$ cat src/rtl/gyro_frame_packer.sv
// rtl/gyro_frame_packer.sv - periodic gyro snapshot serialised as an 11-byte checksummed UART frame
// Frame: SYNC0 SYNC1 xL xH yL yH zL zH tL tH csum, csum = 8-bit sum of the eight data bytes.
module gyro_frame_packer #(
  parameter int unsigned PERIOD      = 1000000,
  parameter int unsigned ACK_TIMEOUT = 1023,
  parameter logic [7:0]  SYNC0       = 8'hA5,
  parameter logic [7:0]  SYNC1       = 8'h5A
) (
  input  logic        clk,
  input  logic        RST,
  input  logic        en,
  input  logic [15:0] temp_data,
  input  logic [15:0] x_axis_data,
  input  logic [15:0] y_axis_data,
  input  logic [15:0] z_axis_data,
  input  logic        tx_ready,
  output logic [7:0]  tx_data,
  output logic        tx_start,
  output logic        busy,
  output logic        frame_done,
  output logic [7:0]  overrun_cnt
);

  localparam int unsigned CNT_W = $clog2(PERIOD);
  localparam int unsigned TO_W  = $clog2(ACK_TIMEOUT + 1);
  localparam logic [CNT_W-1:0] CNT_LAST = CNT_W'(PERIOD - 1);
  localparam logic [TO_W-1:0]  TO_LAST  = TO_W'(ACK_TIMEOUT - 1);
  localparam logic [3:0]       LAST_IDX = 4'd10;

  typedef enum logic [2:0] {
    S_IDLE,
    S_SEND,
    S_WAIT_BUSY,
    S_WAIT_DONE,
    S_DONE
  } state_t;

  state_t           state_q, state_d;
  logic [CNT_W-1:0] cnt_q;
  logic [3:0]       idx_q, idx_d;
  logic [TO_W-1:0]  to_q, to_d;
  logic [15:0]      snap_x_q, snap_y_q, snap_z_q, snap_t_q;
  logic [7:0]       tx_data_q, tx_data_d;
  logic             tx_start_q, tx_start_d;
  logic [7:0]       ovr_q;
  logic             tick;
  logic             capture;
  logic             byte_done;
  logic [7:0]       csum;
  logic [7:0]       cur_byte;

  assign tick = en && (cnt_q == CNT_LAST);

  always_comb begin
    csum = snap_x_q[7:0] + snap_x_q[15:8] + snap_y_q[7:0] + snap_y_q[15:8]
         + snap_z_q[7:0] + snap_z_q[15:8] + snap_t_q[7:0] + snap_t_q[15:8];
    case (idx_q)
      4'd0:    cur_byte = SYNC0;
      4'd1:    cur_byte = SYNC1;
      4'd2:    cur_byte = snap_x_q[7:0];
      4'd3:    cur_byte = snap_x_q[15:8];
      4'd4:    cur_byte = snap_y_q[7:0];
      4'd5:    cur_byte = snap_y_q[15:8];
      4'd6:    cur_byte = snap_z_q[7:0];
      4'd7:    cur_byte = snap_z_q[15:8];
      4'd8:    cur_byte = snap_t_q[7:0];
      4'd9:    cur_byte = snap_t_q[15:8];
      default: cur_byte = csum;
    endcase
  end

  always_ff @(posedge clk or posedge RST) begin
    if (RST) begin
      state_q    <= S_IDLE;
      cnt_q      <= '0;
      idx_q      <= '0;
      to_q       <= '0;
      snap_x_q   <= '0;
      snap_y_q   <= '0;
      snap_z_q   <= '0;
      snap_t_q   <= '0;
      tx_data_q  <= '0;
      tx_start_q <= 1'b0;
      ovr_q      <= '0;
    end else begin
      state_q    <= state_d;
      idx_q      <= idx_d;
      to_q       <= to_d;
      tx_data_q  <= tx_data_d;
      tx_start_q <= tx_start_d;
      if (!en || cnt_q == CNT_LAST) cnt_q <= '0;
      else                          cnt_q <= cnt_q + 1'b1;
      // All four words latch on the same edge so a frame is always self-consistent.
      if (capture) begin
        snap_x_q <= x_axis_data;
        snap_y_q <= y_axis_data;
        snap_z_q <= z_axis_data;
        snap_t_q <= temp_data;
      end
      if (tick && state_q != S_IDLE && ovr_q != 8'hFF) ovr_q <= ovr_q + 1'b1;
    end
  end

  always_comb begin
    state_d   = state_q;
    idx_d     = idx_q;
    to_d      = to_q;
    capture   = 1'b0;
    byte_done = 1'b0;
    case (state_q)
      S_IDLE: begin
        if (tick) begin
          capture = 1'b1;
          idx_d   = '0;
          state_d = S_SEND;
        end
      end
      S_SEND: begin
        if (tx_ready) begin
          to_d    = '0;
          state_d = S_WAIT_BUSY;
        end
      end
      S_WAIT_BUSY: begin
        // A UART that never acknowledges must not stall the frame forever.
        if (!tx_ready)              state_d   = S_WAIT_DONE;
        else if (to_q == TO_LAST)   byte_done = 1'b1;
        else                        to_d      = to_q + 1'b1;
      end
      S_WAIT_DONE: begin
        if (tx_ready) byte_done = 1'b1;
      end
      S_DONE:  state_d = S_IDLE;
      default: state_d = S_IDLE;
    endcase
    if (byte_done) begin
      if (idx_q == LAST_IDX) begin
        state_d = S_DONE;
      end else begin
        idx_d   = idx_q + 1'b1;
        state_d = S_SEND;
      end
    end
  end

  always_comb begin
    tx_start_d = (state_q == S_SEND) && tx_ready;
    tx_data_d  = tx_start_d ? cur_byte : tx_data_q;
    busy       = (state_q != S_IDLE);
    frame_done = (state_q == S_DONE);
  end

  assign tx_data     = tx_data_q;
  assign tx_start    = tx_start_q;
  assign overrun_cnt = ovr_q;

endmodule

$ cat config.mk
export PLATFORM = sky130hd
export DESIGN_NAME = gyro_frame_packer
export DESIGN_NICKNAME = d
export VERILOG_FILES = /design/src/rtl/gyro_frame_packer.sv
export SDC_FILE = /design/constraint.sdc
export NUM_CORES = 1
export LEC_CHECK = 0
export CAP_MARGIN = 20
export CORE_ASPECT_RATIO = 0.75
export CORE_UTILIZATION = 50
export CTS_CLUSTER_DIAMETER = 120
export DETAILED_ROUTE_END_ITERATION = 8
export GPL_ROUTABILITY_DRIVEN = 0
export PLACE_DENSITY = 0.83
export SLEW_MARGIN = 20
export SYNTH_ARGS = -nofsm -noshare
export SYNTH_HDL_FRONTEND = slang
export SYNTH_SLANG_ARGS = --single-unit
$ cat constraint.sdc
create_clock -name clk -period 8.8 [get_ports clk]
set_clock_uncertainty 0.05 [all_clocks]
set_input_delay 0.88 -clock clk [delete_from_list [all_inputs] [get_ports clk]]
set_output_delay 0.88 -clock clk [all_outputs]
set_load 0.005 [all_outputs]
==> Yosys cells after proc, flatten, opt, wreduce, memory -nomap -nowiden <==
Index checks and enable logic that the tools add are counted.
{ "totals": {"word_cells": 80, "in_bits": 68, "register_bits": 118} }
{ "classes": {"n_reduce_logical": 12, "n_mux": 22, "n_eq_ne": 24, "addsub": 11} }
{ "ops": {"columns": ["operator", "count"], "rows": [
  ["8-bit case mux with 10 select lines", 1],
  ["8-bit adder", 7],
  ["10-bit two-way mux", 3],
  ["20-bit by 1-bit adder with 20-bit output, second input constant", 1],
  ["20-bit == test, second input constant", 1],
  ["20-bit two-way mux", 1],
  ["10-bit case mux with 2 select lines", 1],
  ["4-bit by 3-bit == test with 1-bit output, second input constant", 4],
  ["4-bit two-way mux", 4],
  ["3-bit two-way mux", 5],
  ["4-bit == test, second input constant", 3],
  ["3-bit case mux with 4 select lines", 1],
  ["10-bit by 1-bit adder with 10-bit output, second input constant", 1],
  ["10-bit == test, second input constant", 1],
  ["3-bit != test, second input constant", 3],
  ["8-bit by 1-bit adder with 8-bit output, second input constant", 1],
  ["4-bit by 2-bit == test with 1-bit output, second input constant", 2],
  ["2-bit != test, second input constant", 4],
  ["8-bit != test, second input constant", 1],
  ["4-bit AND reduction", 2],
  ["3-bit by 2-bit == test with 1-bit output, second input constant", 2],
  ["1-bit two-way mux", 5],
  ["4-bit by 1-bit adder with 4-bit output, second input constant", 1],
  ["4-bit by 1-bit == test with 1-bit output, second input constant", 1],
  ["10 further kinds", 13]
]} }

==> Logic depth before layout (Yosys ltp) <==
Gate-level depths: netlist of the first run.
{ "depth": {"ltp_word": 8, "mapped_depth": 15, "depth_no_buf": 15} }

==> Worst setup path after synthesis of the first run <==
No wires, ideal clock.
{ "synth_timing": {"path_kind": "register to register", "start": "register snap_x_q[2]", "end": "register tx_data_q[6] (netlist: tx_data[6])", "t_required_ps": 8618, "path_slack_ps": 4606, "arrival_ps": 4012, "synth_period_minus_slack_ps": 4194, "setup_time_ps": 132, "path_stages_with_launch": 16, "cell_sequence": "dfrtp_1 -> inv_1 -> fa_1 -> inv_1 -> fa_1 -> fa_1 -> inv_1 -> fa_1 -> inv_1 -> ha_1 -> fa_1 -> a21o_1 -> a21oi_1 -> xnor2_1 -> a2111oi_0 -> nor2_1"} }
{ "synth_between": {"elab_chain_len": 8} }
{ "synth_lines": {"columns": ["item", "line_no", "rtl"], "rows": [
  ["start: declaration", "42", "logic [15:0] snap_x_q, snap_y_q, snap_z_q, snap_t_q;"],
  ["start signal: assignment", "95", "snap_x_q <= x_axis_data;"],
  ["8-bit adder (3 in series)", "55", "csum = snap_x_q[7:0] + snap_x_q[15:8] + snap_y_q[7:0] + snap_y_q[15:8]"],
  ["8-bit adder (4 in series)", "56", "+ snap_z_q[7:0] + snap_z_q[15:8] + snap_t_q[7:0] + snap_t_q[15:8];"],
  ["8-bit case mux with 10 select lines", "57", "case (idx_q)"],
  ["end signal: assignment", "89", "tx_data_q <= tx_data_d;"],
  ["end: declaration", "43", "logic [7:0] tx_data_q, tx_data_d;"]
]} }
No other way between the ends.
A chain may end at the register's enable or synchronous reset.

==> Worst setup path in the final report of the first run <==
Same ends and word-level chain as after synthesis.

==> results.txt, run 1 <==
1st-iter DRT viols = 347
P&R area growth vs syn = 23.6%
Root Buffer = clkbuf_16
share of cells above drive strength 1 = 0.147
Hold-fix buffers, CTS = 0
asr flop ratio synth = 1.00
CTS tree = yes
CTS clock-pin slew for the worst setup and hold paths = 50 ps
outcome = finished clean
Crit Path Class = register to register
WP buf/inv = 4
top-area cell type share of the netlist area = 0.426
CP startpoint kind = register
worst vdd ir = 0.151 mV
Final Critical Period = 4580 ps
worst skew pair latency = 410 ps
ranking of synthesized cells by area = dfrtp_1 43%, fa_1 11%, mux2_2 11%, inv_1 4.9%, ha_1 2.9%
initial antenna violation count = 0
Post-synth EDFFs = 0
core box area = 13,200 sq um
Detail Route Antenna Nets = 0
syn avg cell area = 10.8 sq um
CP max-delay cell = fa_1
clock sink count = 118
Worst slew margin = 0.397
first-pass GRT wire length = 27,300 um
CTS Buffer Depth = 2
DP Worst Slack = 4250 ps
H-tree levels = 4
vias in the first global route = 5,543
max-slew violation count = 0
total CTS buffers = 17
Max stage delay on crit path = 560 ps
overflow left after global routing = 0
met2 GRT Util = 0.394
Yosys cell types = 55
Total GRT Usage = 0.239
ant diodes = 0
Seq/Total Area, Yosys = 0.426
post-synthesis cell count = 645
Post-synth top cells = 118 x dfrtp_1, 91 x inv_1, 66 x mux2_2, 48 x nor2_1, 44 x nand2_1
WP data required = 9030 ps
Hold Fails Final Rpt = 0
most frequent cell after synthesis = dfrtp_1
PortBufs = 86
post-synth net total = 768
final setup violation count = 0
# resized after CTS = 0
Slew @ Worst Pin = 905 ps
Nets = 853
IO Count = 87
RSZ-0062 raised after global routing = no
Cell Area, Synth = 6940 sq um
# Post-CTS Setup Buffers = 0
met3 usage = 0.0548
busiest layer in global routing = met2
CP most frequent cell = fa_1
vias = 5,175
CP Cell Sequence = inv_1 > fa_1 > inv_1 > fa_1 > fa_1 > inv_1 > fa_1 > inv_1 > ha_1 > fa_1 > a21o_1 > a21oi_1 > xnor2_1 > a2111oi_0 > nor2_1
Die W = 138 um
DP Wirelength = 11,200 um
die height = 104 um
drt first pass iters = 5
cell taking the most area after synthesis = dfrtp_1
Yosys reg bits = 118
WL final = 16,200 um
fill count = 1,021
DRC violations left = 0
YS warnings = 0
DIE AREA = 14,400 sq um
HP Class = register to register
wire length per cell = 17.8 um
max_cap viols = 0
Max Fanout on Critical Path = 3
Max Clock Freq = 218 MHz
Reg2Reg Setup Slack = 4220 ps
PwrDens = 206 nW/um^2
row count = 36
initial core utilization = 0.524
CP top delay family = adder cells
crit path DAT = 4810 ps
period utilization = 0.521
largest net degree at the start of global routing = 72
met1 layer usage reported by global route = 0.311
Post-synth top flop = dfrtp_1
setup TNS = 0 ps
Lkg Pwr = 3.96 nW
final setup margin = 4220 ps
FF-to-FF Start = snap_x_q[2]$_DFFE_PP0P_
Critical Path Source = snap_x_q[2]$_DFFE_PP0P_
endpoint class of the critical path = register
hold_sp = snap_y_q[3]$_DFFE_PP0P_
vias per inst = 5.66
[worst reg2reg max path: stages, from the launching register on]
cell and delay (ps):
dfrtp_1 350, inv_1 60, fa_1 530, inv_1 60
fa_1 520, fa_1 560, inv_1 60, fa_1 530
inv_1 40, ha_1 220, fa_1 410, a21o_1 180
a21oi_1 180, xnor2_1 90, a2111oi_0 520, nor2_1 80
[through the flow]
step	utilization	cells	power (W)	instance area (sq um)	hold WS, ps
after floorplan	-	645	0.000847	6940	418
after global placement	0.599	882	0.00100	7930	416
after detailed placement	0.599	882	0.00102	7930	427
after CTS	0.647	914	0.00176	8570	456
after global routing	0.647	914	0.00184	8570	470
final	0.647	914	0.00176	8570	454
[path summary, 6_finish.rpt]
path | end | cells after the start
worst max-delay path | tx_data[6]$_DFFE_PP0P_ | 15
worst min-delay path | snap_y_q[3]$_DFFE_PP0P_ | 1
worst max register to register | tx_data[6]$_DFFE_PP0P_ | 15
min in group asynchronous | overrun_cnt[0]$_DFFE_PP0P_ | 2
max in group asynchronous | tx_data[6]$_DFFE_PP0P_ | 3
worst min register to register | snap_y_q[3]$_DFFE_PP0P_ | 1
[state kept, by name, summed over array words and instances (netlist names)]
register	count
state_q	3
tx_start	1
to_q	10
overrun_cnt	8
idx_q	4
snap_t_q	16
tx_data	8
snap_y_q	16
cnt_q	20
snap_x_q	16
snap_z_q	16
[report_power, final]
group | switching [W] | internal (W) | total [W]
logic | 0.000241 | 0.000152 | 0.000393
registers | 0.0000517 | 0.000580 | 0.000632
clock network | 0.000249 | 0.000488 | 0.000737
[layout by cell type, fill, tap and decap left out, drive strengths merged, types with 4 or more instances in the layout]
| cell | instances |
|---|---|
| a211oi | 4 |
| a21oi | 8 |
| a222oi | 5 |
| a22o | 6 |
| a22oi | 6 |
| a31oi | 8 |
| and3 | 7 |
| and4 | 4 |
| buf | 4 |
| bufinv | 4 |
| clkbuf | 20 |
| clkdlybuf4s50 | 86 |
| clkinv | 6 |
| dfrtp | 118 |
| fa | 39 |
| ha | 16 |
| inv | 91 |
| mux2 | 67 |
| nand2 | 45 |
| nand2b | 4 |
| nand3 | 22 |
| nand4 | 8 |
| nor2 | 48 |
| nor3 | 7 |
| o21ai | 21 |
| xnor2 | 22 |
| xor2 | 21 |
[kinds of logic after synthesis]
family	Yosys count	synth area share
multiplexers	67	0.109
buffers and inverters	115	0.0655
adder cells (fa/ha/maj)	55	0.141
XOR/XNOR	45	0.0608
flip-flops	118	0.426
AO/OA/AOI/OAI	85	0.0866
AND/OR/NAND/NOR	160	0.111
[layer usage]
| metal | part of all wire | wire [um] |
|---|---|---|
| met4 | 0.021 | 337 |
| met3 | 0.057 | 918 |
| met1 | 0.44 | 7070 |
| met5 | 0 | 0 |
| met2 | 0.49 | 7920 |
[cell type report]
type / count / area, sq um / area share
clock buffer: 20 / 457 / 0.0533
inverter: 91 / 344 / 0.0401
multi-input combinational: 412 / 3540 / 0.413
clock inverter: 12 / 176 / 0.0206
sequential: 118 / 2950 / 0.344
timing repair buffer: 90 / 891 / 0.104
tap: 171 / 214 / 0.0250
No activity file was read; power rests on OpenSTA's default activity.
==> run 2, diff against run 1 <==
clock period = 4.6 ns   (was 8.8 ns; I/O delays follow)
==> results.txt, run 2 (synthesized netlist as in run 1, its figures left out) <==
CP Cell Sequence = inv_1 > fa_1 > inv_1 > fa_1 > fa_1 > inv_1 > fa_1 > inv_1 > ha_1 > fa_2 > a21o_1 > a21oi_1 > xnor2_1 > a2111oi_1 > nor2_1
PwrDens = 394 nW/um^2
IO Count = 87
max_cap viols = 0
final setup violation count = 0
HP Class = input port to async pin
setup TNS = 0 ps
Worst slew margin = 0.361
drt first pass iters = 7
WP data required = 4830 ps
Biggest register = cnt_q
switching power = 0.00105 W
Max Clock Freq = 228 MHz
core box area = 13,200 sq um
endpoint class of the critical path = register
commonest non-fill, non-tap cell in the layout = dfrtp_1
outcome = finished clean
Total GRT Usage = 0.237
Net Sw Frac = 0.309
crit path DAT = 4610 ps
largest net degree at the start of global routing = 61
DP Wirelength = 11,100 um
most frequent cells in the layout = 118 x dfrtp_1, 90 x inv_1, 86 x clkdlybuf4s50_1, 66 x mux2_2, 48 x nor2_1
max-slew violation count = 0
CTS tree = yes
PortBufs = 86
hold slack = 246 ps
CTS clock-pin slew for the worst setup and hold paths = 60 ps
Lkg Pwr = 3.97 nW
Final Critical Period = 4380 ps
worst skew pair latency = 410 ps
vias = 5,179
total CTS buffers = 17
Nets = 856
initial antenna violation count = 0
first-pass GRT wire length = 27,000 um
1st-iter DRT viols = 277
Die W = 138 um
row count = 36
met3 usage = 0.0571
Largest register FFs = 20
Hold Fails Final Rpt = 0
met1 layer usage reported by global route = 0.312
ant diodes = 0
Detail Route Antenna Nets = 0
share of cells above drive strength 1 = 0.151
period utilization = 0.953
Crit Path Class = register to register
busiest layer in global routing = met2
vias per inst = 5.65
Max Fanout on Critical Path = 3
P_int = 0.00234 W
clock sink count = 118
CTS Buffer Depth = 2
Max stage delay on crit path = 550 ps
die height = 104 um
wire length per cell = 17.5 um
CP startpoint kind = register
Clk pwr share = 0.418
Seq pwr share = 0.349
DRC violations left = 0
met2 GRT Util = 0.379
overflow left after global routing = 0
P&R area growth vs syn = 23.9%
RSZ-0062 raised after global routing = no
vias in the first global route = 5,447
worst vdd ir = 0.330 mV
Comb power frac = 0.233
Slew @ Worst Pin = 955 ps
H-tree levels = 4
fill count = 963
WL final = 16,000 um
DIE AREA = 14,400 sq um
initial core utilization = 0.524
# Post-CTS Setup Buffers = 0
Root Buffer = clkbuf_16
CP max-delay cell = fa_1
run 2: worst paths after layout:
kind / startpoint / to / slack [ps] / depth (start not counted)
max: snap_x_q[2]$_DFFE_PP0P_ / tx_data[6]$_DFFE_PP0P_ / 220 / 15
max reg2reg: snap_x_q[2]$_DFFE_PP0P_ / tx_data[6]$_DFFE_PP0P_ / 220 / 15
min in group clk: overrun_cnt[5]$_DFFE_PP0P_ / overrun_cnt[5]$_DFFE_PP0P_ / 450 / 1
max in group asynchronous: RST / snap_x_q[10]$_DFFE_PP0P_ / 3270 / 3
min reg2reg: overrun_cnt[5]$_DFFE_PP0P_ / overrun_cnt[5]$_DFFE_PP0P_ / 450 / 1
min: RST / cnt_q[4]$_DFF_PP0_ / 250 / 2
run 2: worst max-delay path, delay by kind of cell (launching register included):
family	cells	cell delay [ps]
adders and majority gates	6	2730
AOI/OAI and AO/OA	3	740
DFF	1	360
buffers and inverters	4	230
xor gates and xnor gates	1	80
and+or+nand+nor	1	80
run 2: repair_timing:
action	CTS	global route
endpoints found under the setup margin	0	1
hold buffers	0	0
resized for setup	0	2
run 2: per-layer routing:
metal | share of wire | routed length, um
met4 | 0.026 | 417
met2 | 0.47 | 7610
met5 | 0 | 0
met1 | 0.44 | 7000
met3 | 0.062 | 994
run 2: final cells by class:
type / instances / area, sq um / share of cell area
inverter: 91 / 344 / 0.0400
clock buffer: 20 / 457 / 0.0531
timing repair buffer: 93 / 917 / 0.107
tap: 171 / 214 / 0.0249
sequential: 118 / 2950 / 0.344
clock inverter: 12 / 176 / 0.0205
multi-input combinational: 412 / 3530 / 0.411
run 2: power groups by stage:
stage | logic (W) | clock network, W | registers, W
6_report | 0.000790 | 0.00142 | 0.00118
5_1_grt | 0.000852 | 0.00147 | 0.00119
4_1_cts | 0.000774 | 0.00142 | 0.00118
3_5_place_dp | 0.000761 | 0 | 0.00120
3_3_place_gp | 0.000733 | 0 | 0.00119
2_1_floorplan | 0.000440 | 0 | 0.00118
run 2: through the flow:
stage / area, sq um / power (W) / std cells / setup slack [ps] / util
floorplan: 6940 / 0.00162 / 645 / 406 / -
global placement: 7950 / 0.00193 / 884 / 304 / 0.600
detailed placement: 7960 / 0.00196 / 885 / 193 / 0.601
CTS: 8590 / 0.00338 / 917 / 176 / 0.649
global route: 8600 / 0.00351 / 917 / 51.4 / 0.649
finish: 8600 / 0.00339 / 917 / 216 / 0.649
